==> src/rtl/hdmi_video_timing_gen_if.sv <==
// Bundles the run request and the raster/pattern outputs of the timing generator.
// master: the generator itself; slave: the HDMI TX datapath that consumes the raster.
interface hdmi_video_timing_gen_if #(
    parameter int CW = 12
);
    logic          i_en;
    logic          o_hsync;
    logic          o_vsync;
    logic          o_de;
    logic [23:0]   o_rgb_data;
    logic [CW-1:0] o_hcnt;
    logic [CW-1:0] o_vcnt;
    logic          o_frame_start;
    logic          o_busy;

    modport master (
        input  i_en,
        output o_hsync, o_vsync, o_de, o_rgb_data,
        output o_hcnt, o_vcnt, o_frame_start, o_busy
    );

    modport slave (
        output i_en,
        input  o_hsync, o_vsync, o_de, o_rgb_data,
        input  o_hcnt, o_vcnt, o_frame_start, o_busy
    );
endinterface

==> src/rtl/hdmi_video_timing_gen.sv <==
// HDMI raster timing and test-pattern generator, pixel-clock domain.
// Starts and stops only on frame boundaries so downstream encoders never see
// a truncated frame.
//
//   state | meaning
//   ------+----------------------------------------------------------
//   IDLE  | counters held at 0, all outputs at their inactive values
//   RUN   | raster running, frames repeat back-to-back
//   DRAIN | run request dropped, finishing the current frame
//
// The next-state process computes the counters for the coming cycle and the
// output process decodes those same values, so every registered output lines
// up with the registered o_hcnt/o_vcnt it is shown with.
module hdmi_video_timing_gen #(
    parameter int H_ACTIVE = 640,
    parameter int H_FP     = 16,
    parameter int H_SYNC   = 96,
    parameter int H_BP     = 48,
    parameter int V_ACTIVE = 480,
    parameter int V_FP     = 10,
    parameter int V_SYNC   = 2,
    parameter int V_BP     = 33,
    parameter bit HS_POL   = 1'b0,
    parameter bit VS_POL   = 1'b0,
    parameter int CW       = 12
) (
    input  logic                     i_pixclk,
    input  logic                     i_reset,
    hdmi_video_timing_gen_if.master  bus
);

    localparam int H_TOTAL = H_ACTIVE + H_FP + H_SYNC + H_BP;
    localparam int V_TOTAL = V_ACTIVE + V_FP + V_SYNC + V_BP;

    localparam logic [CW-1:0] H_LAST   = CW'(H_TOTAL - 1);
    localparam logic [CW-1:0] V_LAST   = CW'(V_TOTAL - 1);
    localparam logic [CW-1:0] H_ACT    = CW'(H_ACTIVE);
    localparam logic [CW-1:0] V_ACT    = CW'(V_ACTIVE);
    localparam logic [CW-1:0] HS_START = CW'(H_ACTIVE + H_FP);
    localparam logic [CW-1:0] HS_END   = CW'(H_ACTIVE + H_FP + H_SYNC);
    localparam logic [CW-1:0] VS_START = CW'(V_ACTIVE + V_FP);
    localparam logic [CW-1:0] VS_END   = CW'(V_ACTIVE + V_FP + V_SYNC);

    typedef enum logic [1:0] {
        IDLE  = 2'd0,
        RUN   = 2'd1,
        DRAIN = 2'd2
    } state_t;

    state_t        state, state_nxt;
    logic [CW-1:0] h_cnt, h_nxt;
    logic [CW-1:0] v_cnt, v_nxt;
    logic [7:0]    frame_cnt, frame_nxt;
    logic          last_pixel;

    logic          hsync_q, vsync_q, de_q, fs_q, busy_q;
    logic [23:0]   rgb_q;
    logic          hsync_d, vsync_d, de_d, fs_d, busy_d;
    logic [23:0]   rgb_d;
    logic          active_nxt;

    assign last_pixel = (h_cnt == H_LAST) && (v_cnt == V_LAST);

    // State, counters and aligned outputs; reset forces everything inactive at once.
    always_ff @(posedge i_pixclk or posedge i_reset) begin
        if (i_reset) begin
            state     <= IDLE;
            h_cnt     <= '0;
            v_cnt     <= '0;
            frame_cnt <= '0;
            hsync_q   <= ~HS_POL;
            vsync_q   <= ~VS_POL;
            de_q      <= 1'b0;
            rgb_q     <= '0;
            fs_q      <= 1'b0;
            busy_q    <= 1'b0;
        end else begin
            state     <= state_nxt;
            h_cnt     <= h_nxt;
            v_cnt     <= v_nxt;
            frame_cnt <= frame_nxt;
            hsync_q   <= hsync_d;
            vsync_q   <= vsync_d;
            de_q      <= de_d;
            rgb_q     <= rgb_d;
            fs_q      <= fs_d;
            busy_q    <= busy_d;
        end
    end

    // Next state plus raster/frame counter advance.
    always_comb begin
        state_nxt = state;
        h_nxt     = h_cnt;
        v_nxt     = v_cnt;
        frame_nxt = frame_cnt;
        case (state)
            IDLE: begin
                h_nxt = '0;
                v_nxt = '0;
                if (bus.i_en) begin
                    state_nxt = RUN;
                end
            end
            RUN, DRAIN: begin
                if (h_cnt == H_LAST) begin
                    h_nxt = '0;
                    v_nxt = (v_cnt == V_LAST) ? '0 : v_cnt + 1'b1;
                end else begin
                    h_nxt = h_cnt + 1'b1;
                end
                if (last_pixel) begin
                    frame_nxt = frame_cnt + 8'd1;
                end
                // A dropped request only takes effect once the frame is complete.
                if (bus.i_en) begin
                    state_nxt = RUN;
                end else if (last_pixel) begin
                    state_nxt = IDLE;
                end else begin
                    state_nxt = DRAIN;
                end
            end
            default: begin
                state_nxt = IDLE;
                h_nxt     = '0;
                v_nxt     = '0;
            end
        endcase
    end

    // Decode sync, DE and pattern from the values the counters take next cycle.
    always_comb begin
        active_nxt = (state_nxt != IDLE);
        busy_d     = active_nxt;
        de_d       = active_nxt && (h_nxt < H_ACT) && (v_nxt < V_ACT);
        hsync_d    = (active_nxt && (h_nxt >= HS_START) && (h_nxt < HS_END)) ? HS_POL : ~HS_POL;
        vsync_d    = (active_nxt && (v_nxt >= VS_START) && (v_nxt < VS_END)) ? VS_POL : ~VS_POL;
        fs_d       = active_nxt && (h_nxt == '0) && (v_nxt == '0);
        rgb_d      = de_d ? {h_nxt[7:0], v_nxt[7:0], frame_nxt} : 24'h000000;
    end

    assign bus.o_hsync       = hsync_q;
    assign bus.o_vsync       = vsync_q;
    assign bus.o_de          = de_q;
    assign bus.o_rgb_data    = rgb_q;
    assign bus.o_hcnt        = h_cnt;
    assign bus.o_vcnt        = v_cnt;
    assign bus.o_frame_start = fs_q;
    assign bus.o_busy        = busy_q;

endmodule

==> src/flat_wrapper.sv <==
// flat-port wrapper written by rule: the top's interface ports become plain ports
module hdmi_video_timing_gen_flat 
#(
    parameter int H_ACTIVE = 640,
    parameter int H_FP     = 16,
    parameter int H_SYNC   = 96,
    parameter int H_BP     = 48,
    parameter int V_ACTIVE = 480,
    parameter int V_FP     = 10,
    parameter int V_SYNC   = 2,
    parameter int V_BP     = 33,
    parameter bit HS_POL   = 1'b0,
    parameter bit VS_POL   = 1'b0,
    parameter int CW       = 12
)
  (i_pixclk, i_reset, bus_i_en, bus_o_hsync, bus_o_vsync, bus_o_de, bus_o_rgb_data, bus_o_hcnt, bus_o_vcnt, bus_o_frame_start, bus_o_busy);
  hdmi_video_timing_gen_if #(.CW(CW)) bus_i ();
  input  logic i_pixclk;
  input  logic i_reset;
  input wire logic [$bits(bus_i.i_en)-1:0] bus_i_en;
  output wire logic [$bits(bus_i.o_hsync)-1:0] bus_o_hsync;
  output wire logic [$bits(bus_i.o_vsync)-1:0] bus_o_vsync;
  output wire logic [$bits(bus_i.o_de)-1:0] bus_o_de;
  output wire logic [$bits(bus_i.o_rgb_data)-1:0] bus_o_rgb_data;
  output wire logic [$bits(bus_i.o_hcnt)-1:0] bus_o_hcnt;
  output wire logic [$bits(bus_i.o_vcnt)-1:0] bus_o_vcnt;
  output wire logic [$bits(bus_i.o_frame_start)-1:0] bus_o_frame_start;
  output wire logic [$bits(bus_i.o_busy)-1:0] bus_o_busy;
  assign bus_i.i_en = bus_i_en;
  assign bus_o_hsync = bus_i.o_hsync;
  assign bus_o_vsync = bus_i.o_vsync;
  assign bus_o_de = bus_i.o_de;
  assign bus_o_rgb_data = bus_i.o_rgb_data;
  assign bus_o_hcnt = bus_i.o_hcnt;
  assign bus_o_vcnt = bus_i.o_vcnt;
  assign bus_o_frame_start = bus_i.o_frame_start;
  assign bus_o_busy = bus_i.o_busy;
  hdmi_video_timing_gen #(.H_ACTIVE(H_ACTIVE), .H_FP(H_FP), .H_SYNC(H_SYNC), .H_BP(H_BP), .V_ACTIVE(V_ACTIVE), .V_FP(V_FP), .V_SYNC(V_SYNC), .V_BP(V_BP), .HS_POL(HS_POL), .VS_POL(VS_POL), .CW(CW)) u_core (.i_pixclk(i_pixclk), .i_reset(i_reset), .bus(bus_i));
endmodule
==> config.mk <==
export PLATFORM = sky130hd
export DESIGN_NAME = hdmi_video_timing_gen_flat
export DESIGN_NICKNAME = d
export VERILOG_FILES = /design/src/rtl/hdmi_video_timing_gen_if.sv /design/src/rtl/hdmi_video_timing_gen.sv /design/src/flat_wrapper.sv
export SDC_FILE = /design/constraint.sdc
export NUM_CORES = 1
export LEC_CHECK = 0
export ABC_CLOCK_PERIOD_IN_PS = 6200
export BUFFER_PORTS_ARGS = -buffer_cell sky130_fd_sc_hd__buf_4
export CORE_MARGIN = 8
export CORE_UTILIZATION = 60
export CTS_CLUSTER_DIAMETER = 60
export DETAILED_ROUTE_END_ITERATION = 6
export GPL_ROUTABILITY_DRIVEN = 0
export PLACE_DENSITY = 0.92
export SETUP_SLACK_MARGIN = 0.2
export SLEW_MARGIN = 10
export SYNTH_ARGS = -nofsm -noshare
export SYNTH_HDL_FRONTEND = slang
export SYNTH_SLANG_ARGS = --single-unit
==> constraint.sdc <==
create_clock -name i_pixclk -period 6.2 [get_ports i_pixclk]
set_input_delay 1.24 -clock i_pixclk [delete_from_list [all_inputs] [get_ports i_pixclk]]
set_output_delay 1.24 -clock i_pixclk [all_outputs]
set_load 0.01 [all_outputs]
==> results.yml <==
cts:
  ctsLongestPathBuffers: 2
  tritoncts: "done"
  clkTransAtPathRegs_ns: 0.07
  htree_levels: 3
  cts_buffers: 9
  clk_latency_ns: 0.35
  post-cts-setup-buffers: 0
  cts_resized: 0
  cts.sinks: 63
  clock_tree_root: "sky130_fd_sc_hd__clkbuf_8"
  post_cts_hold_buffer_count: 0
routing:
  detail_route.first_pass.iterations: 5
  drt-vias-per-instance: 6.35
  via_count: 2774
  route.detailed.drc: 0
  detail_route.iter0.violations: 352
  wirelength_um: 8390
  final_antenna_net_count: 0
  route.detailed.wl_per_inst_um: 19.2
worst_setup_path:
  rr_startpoint: "u_core.bus.o_hcnt[4]"
  crit_type: "flop to flop"
  crit_required_ns: 6.38
  cp_data_arrival_time_ns: 3.68
  critical_path.startpoint_type: "flop"
  worstSetupEndpointType: "flop"
  critical_path_peak_fanout: 26
  worst_setup_path_startpoint: "u_core.bus.o_hcnt[4]"
logic_synthesis:
  mappedNetlistArea_sq_um: 3280
  ys_seq_area_share_pct: 48.1
  mappedNetlistNets: 321
  post_synth.cell_area_avg_sq_um: 10.5
  synth-edff-count: 0
  asyncSetResetFlopFracSynth_pct: 100
  synth_warnings: 0
  synth_cells: 312
  netlist-cell-type-count: 58
  synth_flop_cell: "sky130_fd_sc_hd__dfrtp_1"
  ys_seq_elements: 63
global_routing:
  grt_max_degree: 64
  antenna_found_initial: 0
  grt_pass1_vias: 2780
  wire_length_of_the_first_global_routing_pass_um: 13800
  overflow: 0
  grt_util_met1_pct: 24.7
  globalRouteMet3Util_pct: 6.73
  gr-usage-all-layers_pct: 21.2
  met2_usage_pct: 33.3
  grt_busiest_layer: "met2"
power_and_ir_drop:
  irDropWorstVdd_uv: 219
  power.density_cell_area_nw_per_um2: 302
  power.clock.fraction_pct: 33.7
  cellLeakagePower_nw: 1.83
  power_report.internal_total_mw: 0.758
  power_switching_share_pct: 35.6
  fraction_of_power_consumed_by_combinational_cells_pct: 27.3
  totalPowerFinal_mw: 1.18
  p_sw_mw: 0.419
  share_seq_of_total_power_pct: 39.0
die:
  die_w_um: 90.0
  placementRows: 27
  initial_utilization_pct: 60.7
  fp.coreArea_sq_um: 5410
  boundaryPins: 56
  die_area_sq_um: 8090
  chipHeight_um: 90.0
run:
  timing.max_cap.violations: 0
cells_and_area:
  drive_gt1_share_pct: 27.4
  antenna_cells: 0
  layout.filler_cells: 398
  syn_to_final_growth_pct: 18.8
  multiInputGateArea_sq_um: 1540
  layout.area.seq_sq_um: 1580
  finalNetCount: 369
sta:
  final-max-slew-violation-count: 0
  period_share_pct: 56.4
  clock-skew-final_ns: 0.00718
  tightestPinTransition_ns: 0.964
  setup-tns-final_ns: 0
  final_period_minus_worst_setup_slack_ns: 3.50
  worst_slew_margin_rel_pct: 35.6
  fmaxAchievable_ghz: 0.286
  rsz0062_at_grt: "false"
  report.final.setup_viol: 0
  hold_viol: 0
status:
  outcome: "finished, final reports clean"
placed_design:
  io_buffer_count: 55
  dp_hpwl_um: 5760
worst_hold_path:
  hold_start: "u_core.frame_cnt[7]"
  min_path_type: "flop to flop"
==> per-layer routing <==
metal	wire (um)	part of all wire, %
met1	3250	39
met2	4070	49
met3	778	9.3
met4	293	3.5
met5	0	0
==> per-stage QoR <==
stage          hold WS [ns]  cell area (sq um)  util (%)  worst slack, ns  cells
6_report              0.454               3900      72.2             2.70    437
5_1_grt               0.490               3900      72.2             2.43    437
4_1_cts               0.457               3890      72.0             2.78    437
3_5_place_dp          0.446               3670      67.9             2.79    421
3_3_place_gp          0.442               3670      67.9             2.92    421
2_1_floorplan         0.430               3280         -             3.39    312
==> synthesized netlist by cell type, types with 5 or more instances <==
master / number / area, sq um
sky130_fd_sc_hd__a21oi_1: 7 / 35.0
sky130_fd_sc_hd__and3_1: 8 / 50.1
sky130_fd_sc_hd__and4_1: 5 / 43.8
sky130_fd_sc_hd__buf_4: 6 / 45.0
sky130_fd_sc_hd__clkbuf_1: 6 / 22.5
sky130_fd_sc_hd__dfrtp_1: 61 / 1530
sky130_fd_sc_hd__ha_1: 6 / 75.1
sky130_fd_sc_hd__inv_1: 13 / 48.8
sky130_fd_sc_hd__nand2_1: 24 / 90.1
sky130_fd_sc_hd__nand3_1: 12 / 60.1
sky130_fd_sc_hd__nand4_1: 14 / 87.6
sky130_fd_sc_hd__nor2_1: 17 / 63.8
sky130_fd_sc_hd__nor3_1: 10 / 50.1
sky130_fd_sc_hd__nor4_1: 13 / 81.3
sky130_fd_sc_hd__nor4b_2: 7 / 105
sky130_fd_sc_hd__o21ai_0: 7 / 35.0
sky130_fd_sc_hd__or3_1: 5 / 31.3
sky130_fd_sc_hd__xnor2_1: 11 / 96.3
sky130_fd_sc_hd__xor2_1: 10 / 87.6
==> power by group through the flow <==
stage               logic, mW  clock network, mW  registers, mW
CTS                     0.311              0.404          0.459
finish                  0.321              0.396          0.459
global placement        0.294                  0          0.466
global route            0.342              0.419          0.463
floorplan               0.197                  0          0.475
detailed placement      0.305                  0          0.467
==> worst paths after layout <==
| path | endpoint | cells after the start | slack [ns] |
|---|---|---|---|
| min in group asynchronous | u_core.bus.o_rgb_data[23] | 3 | 1.11 |
| max in group asynchronous | u_core.bus.o_vcnt[4] | 3 | 4.59 |
| max reg2reg | u_core.bus.o_rgb_data[18] | 6 | 2.70 |
| max | u_core.bus.o_rgb_data[18] | 6 | 2.70 |
| min | u_core.frame_cnt[7] | 1 | 0.45 |
| min reg2reg | u_core.frame_cnt[7] | 1 | 0.45 |
==> registers in the layout (all words and copies together), names as in the netlist <==
signal / count
u_core.bus.o_rgb_data: 24
u_core.bus.o_hcnt: 12
u_core.bus.o_vcnt: 12
u_core.frame_cnt: 8
u_core.state: 2
u_core.bus.o_busy: 1
u_core.bus.o_de: 1
u_core.bus.o_frame_start: 1
u_core.bus.o_hsync: 1
u_core.bus.o_vsync: 1
==> final cells by class <==
| class | count | share of cell area, % |
|---|---|---|
| clock buffer | 9 | 3.18 |
| clock inverter | 7 | 2.47 |
| inverter | 14 | 1.35 |
| multi-input combinational | 216 | 39.4 |
| sequential | 63 | 40.5 |
| tap | 72 | 2.31 |
| timing repair buffer | 56 | 10.8 |
==> kinds of logic after synthesis <==
| logic type | after synthesis | synth area share [%] |
|---|---|---|
| simple gates | 143 | 28.5 |
| buf+inv | 33 | 5.30 |
| mux | 2 | 0.686 |
| fa+ha+maj | 6 | 2.29 |
| xor+xnor | 21 | 5.60 |
| flops | 63 | 48.1 |
| compound gates | 44 | 9.53 |
==> cell usage in the layout, fill, tap and decap left out, types with 4 or more instances in the layout <==
master                      n
sky130_fd_sc_hd__and4_1     5
sky130_fd_sc_hd__dfrtp_1   61
sky130_fd_sc_hd__o21ai_0    7
sky130_fd_sc_hd__nand2_1   24
sky130_fd_sc_hd__ha_1       6
sky130_fd_sc_hd__clkbuf_8   9
sky130_fd_sc_hd__nor4_1    13
sky130_fd_sc_hd__nor2_1    17
sky130_fd_sc_hd__and3_1     8
sky130_fd_sc_hd__nand4_1   14
sky130_fd_sc_hd__or3_1      5
sky130_fd_sc_hd__a21oi_1    7
sky130_fd_sc_hd__inv_1     12
sky130_fd_sc_hd__nand3_1   12
sky130_fd_sc_hd__nor4b_2    7
sky130_fd_sc_hd__xor2_1    10
sky130_fd_sc_hd__nor4b_1    4
sky130_fd_sc_hd__buf_4     56
sky130_fd_sc_hd__nor3_1    10
sky130_fd_sc_hd__xnor2_1   11
==> critical path: stages (launching register included) <==
cell and delay (ns):
sky130_fd_sc_hd__dfrtp_1 0.52, sky130_fd_sc_hd__nor4b_2 0.84, sky130_fd_sc_hd__nand4_2 0.33, sky130_fd_sc_hd__or3_1 0.42, sky130_fd_sc_hd__a21oi_2 0.21, sky130_fd_sc_hd__o211a_1 0.82
sky130_fd_sc_hd__nor4_1 0.17
Note: power is estimated with default switching activity, not from simulation.
